`config.mk`:
```
export PLATFORM = sky130hd
export DESIGN_NAME = lcd_ctrl
export DESIGN_NICKNAME = d
export VERILOG_FILES = /design/src/rtl/lcd_pkg.sv /design/src/rtl/lcd_ctrl.sv
export SDC_FILE = /design/constraint.sdc
export NUM_CORES = 1
export LEC_CHECK = 0
export ABC_AREA = 0
export BUFFER_PORTS_ARGS = -buffer_cell sky130_fd_sc_hd__buf_2
export CAP_MARGIN = 20
export CORE_ASPECT_RATIO = 1.5
export CORE_UTILIZATION = 55
export CTS_CLUSTER_SIZE = 28
export DETAILED_ROUTE_END_ITERATION = 10
export PLACE_DENSITY = 0.85
export SLEW_MARGIN = 20
export SYNTH_ARGS = -nofsm -noshare
export SYNTH_HDL_FRONTEND = slang
export SYNTH_SLANG_ARGS = --single-unit
export TNS_END_PERCENT = 10
```
`constraint.sdc`:
```
create_clock -name i_clk -period 2.5 [get_ports i_clk]
set_input_delay 0.625 -clock i_clk [delete_from_list [all_inputs] [get_ports i_clk]]
set_output_delay 0.625 -clock i_clk [all_outputs]
set_load 0.005 [all_outputs]
```
`src/rtl/lcd_pkg.sv`:
```
// Shared definitions for the HD44780 character-LCD write controller:
// FSM states, LSU register bit positions, long-command codes and
// default bus timing at 50 MHz.
package lcd_pkg;

   typedef enum logic [2:0] {
      IDLE,
      SETUP,
      PULSE,
      HOLD,
      EXEC
   } lcd_state_t;

   // Bit positions inside the LSU LCD output register
   localparam int LCD_ON_BIT      = 31;
   localparam int LCD_CLR_OVR_BIT = 11;
   localparam int LCD_REQ_BIT     = 10;
   localparam int LCD_RS_BIT      = 9;
   localparam int LCD_DATA_MSB    = 7;

   // Instructions that need the long execution time (clear / return home)
   localparam logic [7:0] LCD_CMD_CLEAR     = 8'h01;
   localparam logic [7:0] LCD_CMD_HOME      = 8'h02;
   localparam logic [7:0] LCD_CMD_HOME_ALT  = 8'h03;

   // Default timing in clock cycles at 50 MHz
   localparam int DEF_T_SETUP_CYC     = 4;
   localparam int DEF_T_EN_CYC        = 25;
   localparam int DEF_T_HOLD_CYC      = 2;
   localparam int DEF_T_EXEC_CYC      = 2500;
   localparam int DEF_T_EXEC_LONG_CYC = 82000;
   localparam int DEF_CNT_W           = 17;

   // An instruction (RS=0) of clear or home needs the long execution wait
   function automatic logic is_long_cmd(input logic rs, input logic [7:0] data);
      return (rs == 1'b0) &&
             ((data == LCD_CMD_CLEAR) || (data == LCD_CMD_HOME) ||
              (data == LCD_CMD_HOME_ALT));
   endfunction

endpackage

```
`src/rtl/lcd_ctrl.sv`:
```
// HD44780 write-only bus controller. Turns a rising edge of the REQ bit in
// the LSU LCD register into a timed SETUP / EN PULSE / HOLD / EXEC bus cycle,
// with a one-deep pending slot, a busy flag and a sticky overrun flag.
module lcd_ctrl
   import lcd_pkg::*;
#(
   parameter int T_SETUP_CYC     = DEF_T_SETUP_CYC,
   parameter int T_EN_CYC        = DEF_T_EN_CYC,
   parameter int T_HOLD_CYC      = DEF_T_HOLD_CYC,
   parameter int T_EXEC_CYC      = DEF_T_EXEC_CYC,
   parameter int T_EXEC_LONG_CYC = DEF_T_EXEC_LONG_CYC,
   parameter int CNT_W           = DEF_CNT_W
) (
   input  logic        i_clk,
   input  logic        i_rst,
   input  logic [31:0] i_io_lcd,
   output logic        o_lcd_on,
   output logic        o_lcd_en,
   output logic        o_lcd_rs,
   output logic        o_lcd_rw,
   output logic [7:0]  o_lcd_data,
   output logic        o_busy,
   output logic        o_overrun
);

   localparam logic [CNT_W-1:0] LD_SETUP = CNT_W'(T_SETUP_CYC - 1);
   localparam logic [CNT_W-1:0] LD_EN    = CNT_W'(T_EN_CYC - 1);
   localparam logic [CNT_W-1:0] LD_HOLD  = CNT_W'(T_HOLD_CYC - 1);
   localparam logic [CNT_W-1:0] LD_EXEC  = CNT_W'(T_EXEC_CYC - 1);
   localparam logic [CNT_W-1:0] LD_LONG  = CNT_W'(T_EXEC_LONG_CYC - 1);

   lcd_state_t       state, state_next;
   logic [CNT_W-1:0] timer, timer_next;
   logic             act_rs, act_rs_next;
   logic [7:0]       act_data, act_data_next;
   logic             act_long, act_long_next;
   logic             pend_valid, pend_valid_next;
   logic             pend_rs, pend_rs_next;
   logic [7:0]       pend_data, pend_data_next;
   logic             pend_long, pend_long_next;
   logic             overrun, overrun_next;
   logic             prev_req;
   logic             armed;
   logic             lcd_on;

   logic             req;
   logic             new_rs;
   logic [7:0]       new_data;
   logic             new_long;
   logic             exec_done;
   logic             drop;
   logic             unused_bits;

   assign unused_bits = ^{i_io_lcd[30:12], i_io_lcd[8]};

   // armed is low for the first edge after reset, so a REQ that is already
   // high when reset releases is treated as old and needs a fresh rising edge.
   assign req       = i_io_lcd[LCD_REQ_BIT] & ~prev_req & armed;
   assign new_rs    = i_io_lcd[LCD_RS_BIT];
   assign new_data  = i_io_lcd[LCD_DATA_MSB:0];
   assign new_long  = is_long_cmd(new_rs, new_data);
   assign exec_done = (state == EXEC) && (timer == '0);

   // Register all state; async reset discards any transaction in flight
   always_ff @(posedge i_clk or posedge i_rst) begin
      if (i_rst) begin
         state      <= IDLE;
         timer      <= '0;
         act_rs     <= 1'b0;
         act_data   <= '0;
         act_long   <= 1'b0;
         pend_valid <= 1'b0;
         pend_rs    <= 1'b0;
         pend_data  <= '0;
         pend_long  <= 1'b0;
         overrun    <= 1'b0;
         prev_req   <= 1'b0;
         armed      <= 1'b0;
         lcd_on     <= 1'b0;
      end else begin
         state      <= state_next;
         timer      <= timer_next;
         act_rs     <= act_rs_next;
         act_data   <= act_data_next;
         act_long   <= act_long_next;
         pend_valid <= pend_valid_next;
         pend_rs    <= pend_rs_next;
         pend_data  <= pend_data_next;
         pend_long  <= pend_long_next;
         overrun    <= overrun_next;
         prev_req   <= i_io_lcd[LCD_REQ_BIT];
         armed      <= 1'b1;
         lcd_on     <= i_io_lcd[LCD_ON_BIT];
      end
   end

   // Next-state, timer, active/pending slot and overrun logic
   always_comb begin
      state_next      = state;
      timer_next      = timer;
      act_rs_next     = act_rs;
      act_data_next   = act_data;
      act_long_next   = act_long;
      pend_valid_next = pend_valid;
      pend_rs_next    = pend_rs;
      pend_data_next  = pend_data;
      pend_long_next  = pend_long;
      drop            = 1'b0;

      case (state)
         IDLE: begin
            if (req) begin
               act_rs_next   = new_rs;
               act_data_next = new_data;
               act_long_next = new_long;
               timer_next    = LD_SETUP;
               state_next    = SETUP;
            end
         end
         SETUP: begin
            if (timer == '0) begin
               timer_next = LD_EN;
               state_next = PULSE;
            end else begin
               timer_next = timer - 1'b1;
            end
         end
         PULSE: begin
            if (timer == '0) begin
               timer_next = LD_HOLD;
               state_next = HOLD;
            end else begin
               timer_next = timer - 1'b1;
            end
         end
         HOLD: begin
            if (timer == '0) begin
               timer_next = act_long ? LD_LONG : LD_EXEC;
               state_next = EXEC;
            end else begin
               timer_next = timer - 1'b1;
            end
         end
         EXEC: begin
            if (timer == '0) begin
               if (pend_valid) begin
                  // Pending goes active; a coincident request refills the slot
                  act_rs_next     = pend_rs;
                  act_data_next   = pend_data;
                  act_long_next   = pend_long;
                  pend_valid_next = req;
                  if (req) begin
                     pend_rs_next   = new_rs;
                     pend_data_next = new_data;
                     pend_long_next = new_long;
                  end
                  timer_next = LD_SETUP;
                  state_next = SETUP;
               end else if (req) begin
                  act_rs_next   = new_rs;
                  act_data_next = new_data;
                  act_long_next = new_long;
                  timer_next    = LD_SETUP;
                  state_next    = SETUP;
               end else begin
                  state_next = IDLE;
               end
            end else begin
               timer_next = timer - 1'b1;
            end
         end
         default: begin
            state_next = IDLE;
         end
      endcase

      // A request mid-transaction is buffered once, further ones are dropped
      if (req && (state != IDLE) && !exec_done) begin
         if (!pend_valid) begin
            pend_valid_next = 1'b1;
            pend_rs_next    = new_rs;
            pend_data_next  = new_data;
            pend_long_next  = new_long;
         end else begin
            drop = 1'b1;
         end
      end

      // Set beats clear when both happen in the same cycle
      if (drop) begin
         overrun_next = 1'b1;
      end else if (i_io_lcd[LCD_CLR_OVR_BIT]) begin
         overrun_next = 1'b0;
      end else begin
         overrun_next = overrun;
      end
   end

   // EN decoded from the async-reset state so it falls as soon as reset rises
   assign o_lcd_en   = (state == PULSE);
   assign o_lcd_rs   = act_rs;
   assign o_lcd_data = act_data;
   assign o_lcd_rw   = 1'b0;
   assign o_lcd_on   = lcd_on;
   assign o_overrun  = overrun;
   assign o_busy     = (state != IDLE) | pend_valid;

endmodule

```
## After elaboration in Yosys (flattened, before gate mapping)

Cells that the tools add are included.

- Register bits after elaboration: 45
- Output and inout bits: 14
- Input bits: 34
- Word-level logic and storage cells: 101

- Add/subtract/negate cells: 1
- Equal/unequal tests: 12
- Reductions and logical operators: 15
- Muxes and demuxes: 55
- Bitwise logic cells: 5

Operators with widths:

| kind | count |
|---|---|
| 17-bit 2-to-1 mux | 7 |
| 17-bit one-hot mux with 5 select lines | 1 |
| 8-bit 2-to-1 mux | 9 |
| 1-bit 2-to-1 mux | 29 |
| 17-bit zero test | 1 |
| 17-bit by 1-bit subtractor with 17-bit output (second input constant) | 1 |
| 8-bit by 2-bit equality test with 1-bit output (second input constant) | 2 |
| 8-bit one-hot mux with 2 select lines | 1 |
| 3-bit 2-to-1 mux | 5 |
| 3-bit one-hot mux with 5 select lines | 1 |
| 8-bit by 1-bit equality test with 1-bit output (second input constant) | 1 |
| 3-bit by 2-bit equality test with 1-bit output (second input constant) | 2 |
| 2-bit != test (second input constant) | 3 |
| 5-bit AND reduction | 1 |
| 5-bit nonzero test | 1 |
| 1-bit logical AND | 4 |
| 2-bit by 1-bit != test with 1-bit output (second input constant) | 2 |
| 1-bit one-hot mux with 2 select lines | 2 |
| 2-bit nonzero test | 2 |
| 3-bit by 1-bit equality test with 1-bit output (second input constant) | 1 |
| 3-bit equality test (second input constant) | 1 |
| 3-bit zero test | 1 |
| 3-bit nonzero test | 1 |
| 1-bit AND | 2 |
| 5 further kinds | 7 |

## Depth between registers and ports, before layout

Gate-level depths: netlist of the first run.

- Word-level depth: 10
- Gate-level depth with buffers: 9
- Gate-level depth less buffers: 7

## Worst setup path after synthesis of the first run

No wires, ideal clock.

- Path kind: reg2reg
- Start: register timer[0]
- End: register act_long
- Stages on the path, launching flop included: 9
- Slack: 377 ps
- Buffers on the path: 1
- Arrival: 1970 ps
- Cell sequence: dfrtp_1 > inv_1 > ha_1 > nor3b_1 > and3_1 > buf_4 > a21oi_1 > nor3_2 > o32ai_1

- Word-level cells in the longest chain between the ends: 3

RTL lines:

| element | line | RTL |
|---|---|---|
| from (decl) | lcd_ctrl.sv:33 | `logic [CNT_W-1:0] timer, timer_next;` |
| from (signal assigned) | lcd_ctrl.sv:82 | `timer <= timer_next;` |
| 17-bit zero test | lcd_ctrl.sv:145 | `if (timer == '0) begin` |
| 2-bit by 1-bit != test with 1-bit output (no line) | -- |  |
| 2-bit AND reduction (no line) | -- |  |
| to (signal assigned) | lcd_ctrl.sv:85 | `act_long <= act_long_next;` |
| to (decl) | lcd_ctrl.sv:36 | `logic act_long, act_long_next;` |

No other way between the ends.
A chain may end at the register's enable or synchronous reset.

## Final worst setup path of the first run

- Start: register timer[1]
- End: register pend_data[5]

- Word-level cells in the longest chain between the ends: 5
- Elaborated cells between the ends (all ways): 8

RTL lines:

| element | line | RTL |
|---|---|---|
| 17-bit zero test (*) | lcd_ctrl.sv:62, lcd_ctrl.sv:145 |  |
| 8-bit 2-to-1 mux or 1-bit logical AND (tied branches) | lcd_ctrl.sv:145, lcd_ctrl.sv:62 |  |
| 8-bit 2-to-1 mux or 1-bit zero test (tied branches) | lcd_ctrl.sv:110, lcd_ctrl.sv:178 |  |
| 8-bit 2-to-1 mux or 1-bit logical AND (tied branches) | lcd_ctrl.sv:179, lcd_ctrl.sv:178 |  |
| 8-bit 2-to-1 mux (*) | lcd_ctrl.sv:178 | `if (req && (state != IDLE) && !exec_done) begin` |
| net pend_data_next[5] | lcd_ctrl.sv:39 | `logic [7:0] pend_data, pend_data_next;` |
| to (signal assigned) | lcd_ctrl.sv:88 | `pend_data <= pend_data_next;` |
| to (decl) | lcd_ctrl.sv:39 |  |

The timed path passes the listed nets; every way through them passes the cells marked *.

==> reports/results.txt, run 1 <==
CP Capture Type: flop
H-tree Lvls: 2
Max Root-Sink Buffers: 2
Outcome: complete, no violations
Vias in the first global route: 2340
Peak supply drop: 467 uV
Clock Skew: 0.00485 ns
Die ar.: 0.00493 sq mm
Crit start category: flop
Core Util, Final: 65.2%
Root Driver: clkbuf_8
Clk pin slew, worst setup/hold paths: 0.09 ns
Worst Path Arrival: 2.60 ns
Req. time, crit path: 2.69 ns
Fin. Hold Viols: 0
Hpwl dp: 4670 microns
Worst Max-Slew Pin Slew: 0.567 ns
Post-Syn Nets: 299
Syn Area/Cell: 9.69 sq um
Die Wd: 57.7 microns
Post-route minimum period: 2.41 ns
Final #Nets: 337
Commonest non-fill, non-tap cells in the layout: 45 x dfrtp_1, 26 x buf_2, 24 x o21ai_0
Die H: 85.5 microns
Boundary pin count: 48
Grt total ovfl: 0
Clock Sinks: 45
Critical Path Sink: pend_data[5]
Drt drc: 0
Worst skew pair latency: 0.30 ns
Share of cells above drive strength 1: 26.4%
Worst-case reg-to-reg path depth: 8
Synthesis-stage register bit count: 45
Post-Syn Area: 0.00256 sq mm
Most common cell after layout, fill and taps aside: dfrtp_1
Vias per cell: 6.65
CTS tree: done
Drt pass-1 iters: 4
Period utilisation layout: 96.3%
DR iter-0 viols: 69
Pwr Total: 1.24 mW
Dominant synthesized flop cell: dfrtp_1
Rows: 30
Largest net degree at the start of global routing: 46
Vias post-DR: 2333
Synthesis-to-finish area growth: 14.8%
Initial antenna violation count: 0
TritonCTS Buffers: 5
ANT cells: 0
Leak pwr: 1.25 nW
Max-slew violations: 0
Global-route wire length before repair: 10600 microns
WL final: 6410 microns
Mapped Cells: 264
Slew headroom: 62.2%
CORE AREA: 0.00450 sq mm
Worst reg2reg startpoint: timer[1]
Critical path class: flop to flop
PD cells: 422 mW/mm^2
Final GP Congestion: 0.961
Drt wl/cell: 18.2 microns
Hold Crit Class: input pin to flop
Achievable frequency: 0.416 GHz
Initial Util: 56.8%
EDFF count, synth: 0
Worst reg2reg endpoint: pend_data[5]
Port Buffers: 26
Sequential fraction of the synthesis area: 44.0%
Max_cap viols: 0
RSZ-0062 raised after global routing: false
Post-synth cell types: 59
Worst R2R Setup Slack: 0.09 ns
DP Area: 0.00282 sq mm
Synth async-reset ratio: 100%
# setup viols final: 0
Hold WS: 0.423 ns
Setup crit start: timer[1]
Yosys warns: 0
Final ANT Viol Nets: 0
Final instance area: 0.00294 sq mm
CP max FO: 10
Global Route Usage Sum: 28.2%
-- repair_timing --
item | in CTS | in global routing
buffers inserted | 1 | 0
cloned | 0 | 0
pin swaps | 1 | 0
setup endpoints to repair | 10 | 16
gates resized for setup | 0 | 2
hold buffers | 0 | 0
-- critical path, stage by stage (launching register included) --
cell and delay (ns):
dfrtp_1 0.40, inv_1 0.10, ha_1 0.19, nor3b_1 0.37, and3_2 0.36, nand3_1 0.18
a31oi_4 0.20, buf_12 0.16, mux2_2 0.33
-- cell type report --
type	count	area [sq um]
clock inverters	2	15.0
inverters	12	45.0
multi-input cells	190	1310
repair buffers	48	308
flip-flops and latches	45	1130
well taps	48	60.1
clock buffers	6	72.6
fillers	383	1570
-- cells by family after synthesis --
family,share of synthesized area [%]
flops,44.0
other cells,0.294
fa+ha+maj,0.489
simple gates,19.0
xor+xnor,1.03
buf+inv,4.99
mux,4.40
compound gates,25.7
-- power breakdown --
| part | total [mW] | switching (mW) | internal (mW) |
|---|---|---|---|
| sequential | 0.732 | 0.00129 | 0.731 |
| clock | 0.458 | 0.261 | 0.197 |
| combinational | 0.0470 | 0.0307 | 0.0163 |
-- through the flow --
stage | instances | setup TNS (ns) | setup slack [ns]
final | 351 | 0 | 0.0937
after global routing | 351 | 0 | 0.00124
after CTS | 351 | 0 | 0.0590
after detailed placement | 342 | -0.627 | -0.0671
after global placement | 342 | 0 | 0.0558
after floorplan | 264 | 0 | 0.377
-- registers in the layout (all words and copies together), names as in the netlist, 3 cells and up --
| signal | flops |
|---|---|
| o_lcd_data | 8 |
| pend_data | 8 |
| state | 3 |
| timer | 17 |
-- cells in the mapped netlist (3+ instances only) --
cell / number / share of area, %
dfrtp_1: 45 / 44
o31ai_1: 4 / 1.2
buf_2: 3 / 0.59
a21oi_1: 8 / 1.6
or3_1: 12 / 2.9
clkbuf_1: 11 / 1.6
nor4_1: 7 / 1.7
o21ai_0: 24 / 4.7
a21o_1: 3 / 0.88
nand2_1: 12 / 1.8
mux2_2: 10 / 4.4
inv_1: 12 / 1.8
nand3_1: 8 / 1.6
a31oi_1: 3 / 0.73
nor3_1: 9 / 1.8
nand4_1: 6 / 1.5
nor2_1: 18 / 2.6
o211ai_1: 4 / 1.2
a2bb2oi_1: 9 / 3.1
-- worst min path at each step --
stage / startpoint / end / slack (ns) / cells past startpoint
2_1_floorplan: pend_data[0] / pend_data[0] / 0.48 / 1
3_3_place_gp: pend_data[0] / pend_data[0] / 0.48 / 1
3_5_place_dp: pend_rs / pend_rs / 0.49 / 1
4_1_cts: i_io_lcd[31] / o_lcd_on / 0.42 / 1
5_1_grt: i_io_lcd[31] / o_lcd_on / 0.42 / 1
6_report: i_io_lcd[31] / o_lcd_on / 0.42 / 1
-- metal layers --
layer	GRT usage (%)	share of wire, %	wire length (microns)	vias to the layer above
li1	-	-	-	1087
met1	30.0	37	2400	1130
met2	50.0	53	3430	88
met3	4.98	4.4	284	28
met4	18.2	4.6	293	0
met5	0	0	0	-
Power figures use the tool's default switching activity.
==> run 2, diff against run 1 <==
- BUFFER_PORTS_ARGS: -buffer_cell sky130_fd_sc_hd__buf_2 -> -buffer_cell sky130_fd_sc_hd__buf_4
- SKIP_LAST_GASP: default -> 1
==> reports/results.txt, run 2 (synthesized netlist as in run 1, its figures left out) <==
H-tree Lvls: 2 (unchanged)
CP max FO: 10 (unchanged)
Synthesis-to-finish area growth: 19.9% (was 14.8%)
Clock Skew: 0.0125 ns (was 0.00485 ns)
Largest stage delay, worst path: 0.51 ns (was 0.40 ns)
Port Buffers: 26 (unchanged)
Worst R2R Setup Slack: 0.15 ns (was 0.09 ns)
Max Root-Sink Buffers: 2 (unchanged)
Initial Util: 56.8% (unchanged)
Wire length on met3: 307 microns (was 284 microns)
PD cells: 474 mW/mm^2 (was 422 mW/mm^2)
Fin. Hold Viols: 0 (unchanged)
Worst skew pair latency: 0.31 ns (was 0.30 ns)
Vias in the first global route: 2327 (was 2340)
Achievable frequency: 0.426 GHz (was 0.416 GHz)
Post-Route M1 WL: 2470 microns (was 2400 microns)
Fillers: 354 (was 383)
Crit path buffers/inverters: 1 (was 2)
Die Wd: 57.7 microns (unchanged)
Rows: 30 (unchanged)
Root Driver: clkbuf_8 (unchanged)
Die ar.: 0.00493 sq mm (unchanged)
Final ANT Viol Nets: 0 (unchanged)
Drt pass-1 iters: 4 (unchanged)
Max_cap viols: 0 (unchanged)
ANT cells: 0 (unchanged)
Crit start category: flop (unchanged)
Die H: 85.5 microns (unchanged)
Drt wl/cell: 18.6 microns (was 18.2 microns)
Peak supply drop: 464 uV (was 467 uV)
Slew headroom: 61.4% (was 62.2%)
Initial antenna violation count: 0 (unchanged)
Critical-path top delay cell: or3_1 (was dfrtp_1)
Hpwl dp: 4670 microns (about the same)
Area of the multi-input gates: 0.00131 sq mm (about the same)
DP Area: 0.00290 sq mm (was 0.00282 sq mm)
Vias post-DR: 2353 (was 2333)
Boundary pin count: 48 (unchanged)
Cell Chain, Critical Path: or3_4 -> or3_1 -> o211ai_4 -> a31oi_4 -> buf_12 -> mux2_2 (was inv_1 -> ha_1 -> nor3b_1 -> and3_2 -> nand3_1 -> a31oi_4 -> buf_12 -> mux2_2)
Global Route Usage Sum: 28.2% (about the same)
Req. time, crit path: 2.69 ns (about the same)
Top layer in use: met4 (unchanged)
Most common cell after layout, fill and taps aside: buf_4 (was dfrtp_1)
Clock Sinks: 45 (unchanged)
Commonest non-fill, non-tap cells in the layout: 49 x buf_4, 45 x dfrtp_1, 24 x o21ai_0 (was 45 x dfrtp_1, 26 x buf_2, 24 x o21ai_0)
Clk pin slew, worst setup/hold paths: 0.09 ns (about the same)
Final instance area: 0.00307 sq mm (was 0.00294 sq mm)
Post-route minimum period: 2.35 ns (was 2.41 ns)
Biggest register: timer (unchanged)
DR iter-0 viols: 112 (was 69)
Final TNS setup: 0 ns (unchanged)
Grt total ovfl: 0 (unchanged)
TritonCTS Buffers: 5 (unchanged)
WL met2: 3500 microns (was 3430 microns)
RSZ-0062 raised after global routing: false (unchanged)
Global-route wire length before repair: 10700 microns (was 10600 microns)
Final GP Congestion: 0.940 (was 0.961)
# setup viols final: 0 (unchanged)
Critical path class: flop to flop (unchanged)
Worst Max-Slew Pin Slew: 0.579 ns (was 0.567 ns)
Vias per cell: 6.67 (was 6.65)
WL final: 6560 microns (was 6410 microns)
Top delay family on crit path: simple AND/OR/NAND/NOR gates (unchanged)
Seq. cell area: 0.00113 sq mm (unchanged)
Max-slew violations: 0 (unchanged)
Leak pwr: 1.31 nW (was 1.25 nW)
Final #Nets: 339 (was 337)
Max reg flops: 17 (unchanged)
Largest net degree at the start of global routing: 46 (unchanged)
Share of cells above drive strength 1: 27.2% (was 26.4%)
CORE AREA: 0.00450 sq mm (unchanged)
Hold Crit Class: input pin to flop (unchanged)
Worst Path Arrival: 2.54 ns (was 2.60 ns)
Outcome: complete, no violations (unchanged)
CTS tree: done (unchanged)
CP Capture Type: flop (unchanged)
Drt drc: 0 (unchanged)
Period utilisation layout: 93.9% (was 96.3%)
## run 2: area by class of cell
class / count / area share (%)
Sequential cell: 45 / 36.7
Tap cell: 48 / 1.96
Inverter: 12 / 1.47
Timing Repair Buffer: 50 / 12.6
Multi-Input combinational cell: 190 / 42.8
Clock buffer: 5 / 2.24
Clock inverter: 3 / 2.12
## run 2: worst paths after layout
kind | start | end | depth (start not counted)
worst min register to register | pend_rs | pend_rs | 1
worst max-delay path | timer[12] | pend_data[3] | 6
max in group asynchronous | i_rst | timer[9] | 3
worst min-delay path | i_io_lcd[31] | o_lcd_on | 1
worst max register to register | timer[12] | pend_data[3] | 6
min in group asynchronous | i_rst | prev_req | 3
## run 2: report_power, final
part	internal (mW)	switching [mW]	leakage, nW	total, mW
clock	0.397	0.269	0.0681	0.667
sequential	0.731	0.00150	0.554	0.732
combinational	0.0230	0.0310	0.688	0.0541
total	1.15	0.302	1.31	1.45
## run 2: worst reg2reg max path, stage by stage (launching register included)
cell and delay, ns:
dfrtp_1 0.46, or3_4 0.44, or3_1 0.51, o211ai_4 0.27
a31oi_4 0.12, buf_12 0.16, mux2_2 0.27
## run 2: layer usage
metal,vias to the layer above,global-route usage (%)
met3,26,3.77
li1,1091,-
met4,0,18.6
met1,1150,31.7
met5,-,0
met2,86,48.9
## run 2: stage by stage
step | hold WS [ns] | cells | util, % | setup slack, ns | power [mW]
after floorplan | 0.475 | 264 | - | 0.377 | 0.771
after global placement | 0.485 | 344 | 64.4 | 0.105 | 0.800
after detailed placement | 0.492 | 344 | 64.4 | 0.0926 | 0.802
after CTS | 0.423 | 352 | 67.4 | 0.0196 | 1.46
after global routing | 0.425 | 353 | 68.1 | 0.0444 | 1.48
final | 0.426 | 353 | 68.1 | 0.153 | 1.45
## run 2: what timing repair did
action	CTS	global route
gates resized for setup	0	2
hold buffers	0	0
setup buffers	0	1
setup endpoints to repair	0	11
